[src/rtl/bcd_pkg.sv]
// Shared definitions for the sequential binary-to-BCD converter.
// Holds widths, the step-counter width and the FSM state encoding.
package bcd_pkg;

    localparam int unsigned BIN_W      = 16;
    localparam int unsigned NUM_DIGITS = 5;
    localparam int unsigned BCD_W      = 20;
    localparam int unsigned CNT_W      = 4;

    typedef enum logic [1:0] {
        ST_IDLE   = 2'd0,
        ST_CONV   = 2'd1,
        ST_COMMIT = 2'd2
    } state_t;

endpackage

[src/rtl/bcd_digit_adj.sv]
// Double-dabble digit correction: adds 3 to a BCD nibble that is 5 or more,
// so that the following left shift carries correctly into the next digit.
// Ports:
//   i_digit : BCD nibble before correction
//   o_digit : corrected nibble
module bcd_digit_adj (
    input  logic [3:0] i_digit,
    output logic [3:0] o_digit
);

    assign o_digit = (i_digit >= 4'd5) ? (i_digit + 4'd3) : i_digit;

endmodule

[src/rtl/bin16_to_bcd_seq.sv]
// Sequential double-dabble converter: 16-bit two's-complement value in,
// sign flag plus five BCD digits out. One shift/add-3 step per clock.
// Outputs are registered and only change on the COMMIT edge.
// Ports:
//   clk        : system clock, rising edge
//   KEY        : asynchronous active-low reset
//   bin_in     : two's-complement value to convert
//   start      : conversion request, honoured in IDLE only
//   busy       : conversion in flight (decoded from state flops)
//   done       : one-cycle pulse with the first cycle of new outputs
//   negative   : sign of the converted value
//   bcd_digit0 : ones ... bcd_digit4 : ten-thousands
module bin16_to_bcd_seq
    import bcd_pkg::*;
#(
    parameter bit AUTO_START = 1'b1
) (
    input  logic             clk,
    input  logic             KEY,
    input  logic [BIN_W-1:0] bin_in,
    input  logic             start,
    output logic             busy,
    output logic             done,
    output logic             negative,
    output logic [3:0]       bcd_digit0,
    output logic [3:0]       bcd_digit1,
    output logic [3:0]       bcd_digit2,
    output logic [3:0]       bcd_digit3,
    output logic [3:0]       bcd_digit4
);

    state_t                   r_state;
    state_t                   w_state_next;
    logic                     r_sign;
    logic [BIN_W-1:0]         r_mag;
    logic [BIN_W-1:0]         r_last;
    logic [BCD_W-1:0]         r_acc;
    logic [BCD_W-1:0]         w_acc_adj;
    logic [BCD_W+BIN_W-1:0]   w_shift;
    logic [BCD_W-1:0]         r_digits;
    logic [CNT_W-1:0]         r_cnt;
    logic                     r_done;
    logic                     r_negative;
    logic                     w_req;

    // Last-value compare lets AUTO mode pick up any update missed while busy.
    assign w_req = start | (AUTO_START & (bin_in != r_last));

    for (genvar g = 0; g < NUM_DIGITS; g++) begin : g_adj
        bcd_digit_adj u_adj (
            .i_digit (r_acc[4*g +: 4]),
            .o_digit (w_acc_adj[4*g +: 4])
        );
    end

    assign w_shift = {w_acc_adj, r_mag} << 1;

    always_comb begin
        w_state_next = r_state;
        unique case (r_state)
            ST_IDLE:   if (w_req) w_state_next = ST_CONV;
            ST_CONV:   if (r_cnt == '1) w_state_next = ST_COMMIT;
            ST_COMMIT: w_state_next = ST_IDLE;
            default:   w_state_next = ST_IDLE;
        endcase
    end

    always_ff @(posedge clk or negedge KEY) begin
        if (!KEY) begin
            r_state <= ST_IDLE;
        end else begin
            r_state <= w_state_next;
        end
    end

    always_ff @(posedge clk or negedge KEY) begin
        if (!KEY) begin
            r_sign     <= 1'b0;
            r_mag      <= '0;
            r_last     <= '0;
            r_acc      <= '0;
            r_cnt      <= '0;
            r_digits   <= '0;
            r_negative <= 1'b0;
            r_done     <= 1'b0;
        end else begin
            r_done <= 1'b0;
            case (r_state)
                ST_IDLE: begin
                    if (w_req) begin
                        r_sign <= bin_in[BIN_W-1];
                        // 0x8000 negates to itself, which reads as 32768 unsigned.
                        r_mag  <= bin_in[BIN_W-1] ? (~bin_in + BIN_W'(1)) : bin_in;
                        r_last <= bin_in;
                        r_acc  <= '0;
                        r_cnt  <= '0;
                    end
                end
                ST_CONV: begin
                    r_acc <= w_shift[BCD_W+BIN_W-1:BIN_W];
                    r_mag <= w_shift[BIN_W-1:0];
                    r_cnt <= r_cnt + CNT_W'(1);
                end
                ST_COMMIT: begin
                    r_digits   <= r_acc;
                    r_negative <= r_sign;
                    r_done     <= 1'b1;
                end
                default: ;
            endcase
        end
    end

    assign busy       = (r_state != ST_IDLE);
    assign done       = r_done;
    assign negative   = r_negative;
    assign bcd_digit0 = r_digits[3:0];
    assign bcd_digit1 = r_digits[7:4];
    assign bcd_digit2 = r_digits[11:8];
    assign bcd_digit3 = r_digits[15:12];
    assign bcd_digit4 = r_digits[19:16];

endmodule

[config.mk]
export PLATFORM = sky130hd
export DESIGN_NAME = bin16_to_bcd_seq
export DESIGN_NICKNAME = d
export VERILOG_FILES = /design/src/rtl/bcd_pkg.sv /design/src/rtl/bcd_digit_adj.sv /design/src/rtl/bin16_to_bcd_seq.sv
export SDC_FILE = /design/constraint.sdc
export NUM_CORES = 1
export LEC_CHECK = 0
export CAP_MARGIN = 20
export CORE_MARGIN = 5
export CORE_UTILIZATION = 55
export DETAILED_ROUTE_END_ITERATION = 16
export GPL_ROUTABILITY_DRIVEN = 0
export GPL_TIMING_DRIVEN = 0
export PLACE_DENSITY = 0.78
export SETUP_SLACK_MARGIN = 0.2
export SYNTH_ARGS = -nofsm -noshare
export SYNTH_HDL_FRONTEND = slang
export SYNTH_SLANG_ARGS = --single-unit
[constraint.sdc]
create_clock -name clk -period 5.4 [get_ports clk]
set_input_delay 1.08 -clock clk [delete_from_list [all_inputs] [get_ports clk]]
set_output_delay 1.08 -clock clk [all_outputs]
set_load 0.05 [all_outputs]
* Yosys cells after proc, flatten, opt, wreduce, memory -nomap -nowiden
Cells that the tools add are included.
W data, S select, Z words.
** Storage, ports and cells
- Output and inout bits :: 23
- Input port bits :: 19
- Word-level logic and storage cells :: 51
- Register bits after elaboration :: 81
** Operators by class
- Bitwise logic cells :: 2
- Reductions and logical operators :: 6
- Magnitude comparators :: 5
- Equality and inequality tests :: 6
- Multiplexer cells :: 16
- Add/sub/neg operators :: 7
** Operator list (count)
- $pmux W20 S2 :: 1
- $mux W16 :: 2
- $pmux W16 S2 :: 1
- $ge A4 B3 Y1 const B :: 5
- $mux W20 :: 1
- $mux W4 :: 5
- $add A16 B1 Y16 const B :: 1
- $add A4 B2 Y4 const B :: 4
- $ne A16 B16 Y1 :: 1
- $not A16 Y16 :: 1
- $pmux W4 S2 :: 1
- $reduce_and A2 Y1 :: 3
- $add A4 B1 Y4 const B :: 1
- $eq A4 B4 Y1 const B :: 1
- $mux W2 :: 2
- $ne A2 B2 Y1 const B :: 2
- $pmux W2 S2 :: 1
- $reduce_bool A2 Y1 :: 2
- $add A3 B2 Y3 const B :: 1
- $mux W3 :: 1
- $eq A2 B1 Y1 const B :: 1
- $eq A2 B2 Y1 const B :: 1
- $logic_not A2 Y1 :: 1
- $mux W1 :: 1
- $or A1 B1 Y1 :: 1

* Longest topological paths before layout
- Depth in word-level cells :: 5
- Mapped depth :: 9

* Modules after synthesis
Synthesis repeated with hierarchy kept, for this count alone.
** Second synthesis, totals
- Cell total of the unflattened synthesis :: 406
- Area total of the unflattened synthesis :: 4251.6 sq um
** Modules (own cells, without submodules)
- bin16_to_bcd_seq :: instances 1, cells each 326, sequential area each 2001.9 sq um, area an instance 3744.8 sq um
- bcd_digit_adj :: instances 5, cells each 16, sequential area each 0.0 sq um, area an instance 101.3 sq um

* Worst setup path before layout
OpenSTA, ideal clock, no wires.
- Kind :: input-to-reg
- Start :: input port bin_in[7]
- End :: register r_mag[14]
- Setup time :: 0.123 ns
- Setup slack :: 2.460 ns
- Stages on the path :: 7
- Data required time :: 5.277 ns
- Arrival time :: 2.818 ns
- Buffers on the path :: 2
- Path through :: buf_6 > or4_1 > buf_2 > or4_1 > a2111oi_1 > o21ai_1 > o221a_2
** On the way
- Cells in the longest elaborated chain, start to end :: 5
** RTL lines
- from (decl) :: line bin16_to_bcd_seq.sv:20 : input logic [BIN_W-1:0] bin_in,
- $not A16 Y16 :: line bin16_to_bcd_seq.sv:93 : r_mag <= bin_in[BIN_W-1] ? (~bin_in + BIN_W'(1)) : bin_in;
- $add A16 B1 Y16 :: line bin16_to_bcd_seq.sv:93
- $mux W16 :: line bin16_to_bcd_seq.sv:93
- $mux W16 :: line bin16_to_bcd_seq.sv:90 : if (w_req) begin
- $pmux W16 S2 :: line bin16_to_bcd_seq.sv:88 : case (r_state)
- to (signal assigned) :: line bin16_to_bcd_seq.sv:93
- to (signal assigned) :: line bin16_to_bcd_seq.sv:101 : r_mag <= w_shift[BIN_W-1:0];
- to (decl) :: line bin16_to_bcd_seq.sv:35 : logic [BIN_W-1:0] r_mag;
Parallel ways exist; a longest one is shown, timed or not. The select of a mux whose other input is x is not followed.
A chain may end at the register's enable or synchronous reset.

* Worst setup path in the final report
- Start :: register r_state[1]
- End :: output port busy
** On the way
- Cells in the longest elaborated chain, start to end :: 1
** RTL lines
- from (decl) :: line bin16_to_bcd_seq.sv:32 : state_t r_state;
- from (signal assigned) :: line bin16_to_bcd_seq.sv:72 : r_state <= w_state_next;
- $reduce_bool A2 Y1 :: line bin16_to_bcd_seq.sv:114 : assign busy = (r_state != ST_IDLE);
- to (decl) :: line bin16_to_bcd_seq.sv:22 : output logic busy,
Every way passes these cells.

==> impl_metrics.toml <==
[run_status]
status = "complete, no violations"

[worst_setup_path]
crit_path_end_kind = "output pin"
slowest_delay_ns = 0.81
path_cells = "clkbuf_1 -> nor2_1 -> clkbuf_1 -> clkinv_1 -> clkdlybuf4s50_1"
critPathTopFamily = "buffers and inverters"
critical_path_depth = 5
slowest_stage = "clkdlybuf4s50_1"
path_common_cell = "clkbuf_1"
critPathKind = "flop to output pin"
reg2regPathDepth = 6
start_kind = "flop"
path_buf_inv = 4
worstPathMaxFanout = 10
required_ns = 4.32
worstPathArrival_ns = 2.70

[timing]
finalMaxSlewViolations = 0
rsz0062_at_grt = "no"
max_freq_ghz = 0.2643
clock_skew_ns = 0.008585
final-hold-violation-count = 0
setup_viol = 0
worst_pin_slew_ns = 0.6123
finalCritPeriodShare_pct = 70.07
slew_headroom_pct = 59.18
post-route-min-period_ns = 3.784
fin_tns_setup_ns = 0

[die]
core_um2 = 7214
die_y_um = 96.04
die_area_um2 = 9224
io_pins = 42
num_rows = 31
die_w_um = 96.04
start_util_pct = 56.43

[synth]
ys_warn_count = 0
synth-main-ff-cell = "dfrtp_1"
synth-edff-count = 0
seq_area_frac_synth_pct = 49.17
syn_inst = 383
synth_seq_cells = 80
synth_nets = 414
synth_area_um2 = 4071
synth.top_cell.area_share_pct = 49.17
avgSynthCellArea_um2 = 10.63
async_flop_share_pct = 100.0
yosysTopAreaCell = "dfrtp_1"
synth.area.top_cells = "dfrtp_1, mux2_2, xor2_1"
synth_cell_type_count = 43

[clocking]
htree_num_levels = 3
clock_latency_ns = 0.36
clockBufferDepth = 2
holdBufCountCts = 0
cts_made_buffers = 9
cts_resized = 0
clk_pin_slew_ns = 0.08
post_cts_buffers = 0
tritoncts = "built"
clock-sinks = 80
cts_root_buf = "clkbuf_8"

[global_routing]
grtUsageTotal_pct = 20.26
grt_pass1_vias = 3068
grt_antenna_before_repair = 0
grt.overflow.total = 0
grt_max_degree = 53
grt_pass1_wl_um = 14210

[detailed_routing]
drcViolationCount = 0
drtIter0Drc = 177
avgViaCountPerCell = 5.600
antenna_left = 0
dr.pass1.iters = 4
totalWireLength_um = 8353
vias = 3007
wl_per_cell_um = 15.55

[placed_design]
hpwl_um = 6186
port_buffers = 38

[cells_and_area]
nNetsFinal = 464
nFillCells = 576
multiInputGateArea_um2 = 1899
post-route-util_pct = 66.81
mostFrequentLayoutCells = "dfrtp_1, nand2_1, clkdlybuf4s50_1"
diodes = 0
seqCellArea_um2 = 2002
areaGrowthSynthToFinish_pct = 18.38
final_common_cell = "dfrtp_1"
drive_above_1_share_pct = 13.70

[min_path]
hp-class = "flop to flop"
hold-path-cell-count = 2

[pwr]
power.leakage_nw = 2.098
ir_drop_mv = 0.2240
powerDensity_nw_per_um2 = 577.1
total_power_w = 0.002781

[job]
drv_cap = 0
-- sequential cells by signal, summed over array words and instances (netlist names) --
signal / flops
r_mag: 16
r_sign: 1
r_digits: 20
r_acc: 20
r_cnt: 4
negative: 1
r_state: 2
r_last: 15
done: 1
-- where the power goes --
group | switching [W] | internal [W]
logic | 0.000680 | 0.000565
clock network | 0.000222 | 0.000263
registers | 0.000188 | 0.000864
total | 0.00109 | 0.00169
-- cell type report --
cell class / count / area share (%)
Sequential cell: 80 / 41.54
Multi-Input combinational cell: 262 / 39.41
Timing Repair Buffer: 39 / 8.411
Clock buffer: 10 / 2.648
Tap cell: 99 / 2.570
Buffer: 24 / 2.207
Clock inverter: 6 / 1.895
Inverter: 17 / 1.324
-- synth_stat cells (12+ instances only) --
library cell,n
a22o_1,12
o211ai_1,13
ha_1,12
o21ai_0,25
clkbuf_1,14
dfrtp_1,80
xnor2_1,15
inv_1,16
o221a_2,13
mux2_2,19
xor2_1,23
nand2_1,42
-- layer usage --
layer / vias up / track usage (%) / part of all wire, %
met2: 65 / 34.33 / 51
met1: 1462 / 24.29 / 43
met5: - / 0 / 0
met4: 0 / 7.227 / 1.5
li1: 1468 / - / -
met3: 12 / 6.177 / 4.8
-- tightest hold or removal path, cell delays in order (launching register included) --
cell and delay [ns]:
dfrtp_1 0.35, nand2_1 0.04, o21ai_0 0.06
-- worst paths after layout --
| path | startpoint | end | slack [ns] |
|---|---|---|---|
| hold reg to reg | r_digits[4]$_DFFE_PN0P_ | r_digits[4]$_DFFE_PN0P_ | 0.49 |
| max in group asynchronous | KEY | r_acc[2]$_DFFE_PN0P_ | 4.18 |
| setup reg to reg | r_last[12]$_DFFE_PN0P_ | r_acc[7]$_DFFE_PN0P_ | 2.96 |
| min in group asynchronous | KEY | r_digits[11]$_DFFE_PN0P_ | 0.64 |
| setup / recovery | r_state[1]$_DFFE_PN0P_ | busy | 1.62 |
| hold / removal | r_digits[4]$_DFFE_PN0P_ | r_digits[4]$_DFFE_PN0P_ | 0.49 |
-- cells by family after synthesis --
kind of cell,after synthesis,synth area share [%]
xor gates and xnor gates,38,8.175
DFF,80,49.17
adders and majority gates,12,3.688
muxes,24,6.546
buffers and inverters,41,4.179
and+or+nand+nor,89,10.48
AOI/OAI and AO/OA,99,17.76
-- through the flow --
stage          setup slack (ns)  hold WS, ns  instances  area [um2]
5_1_grt                   1.457       0.5259        537        4820
2_1_floorplan             2.460       0.4652        383        4071
4_1_cts                   1.603       0.4898        537        4820
3_3_place_gp             0.4958       0.4615        520        4576
6_report                  1.616       0.4880        537        4820
3_5_place_dp              1.684       0.4704        521        4601
(Power assumes the default switching activity.)
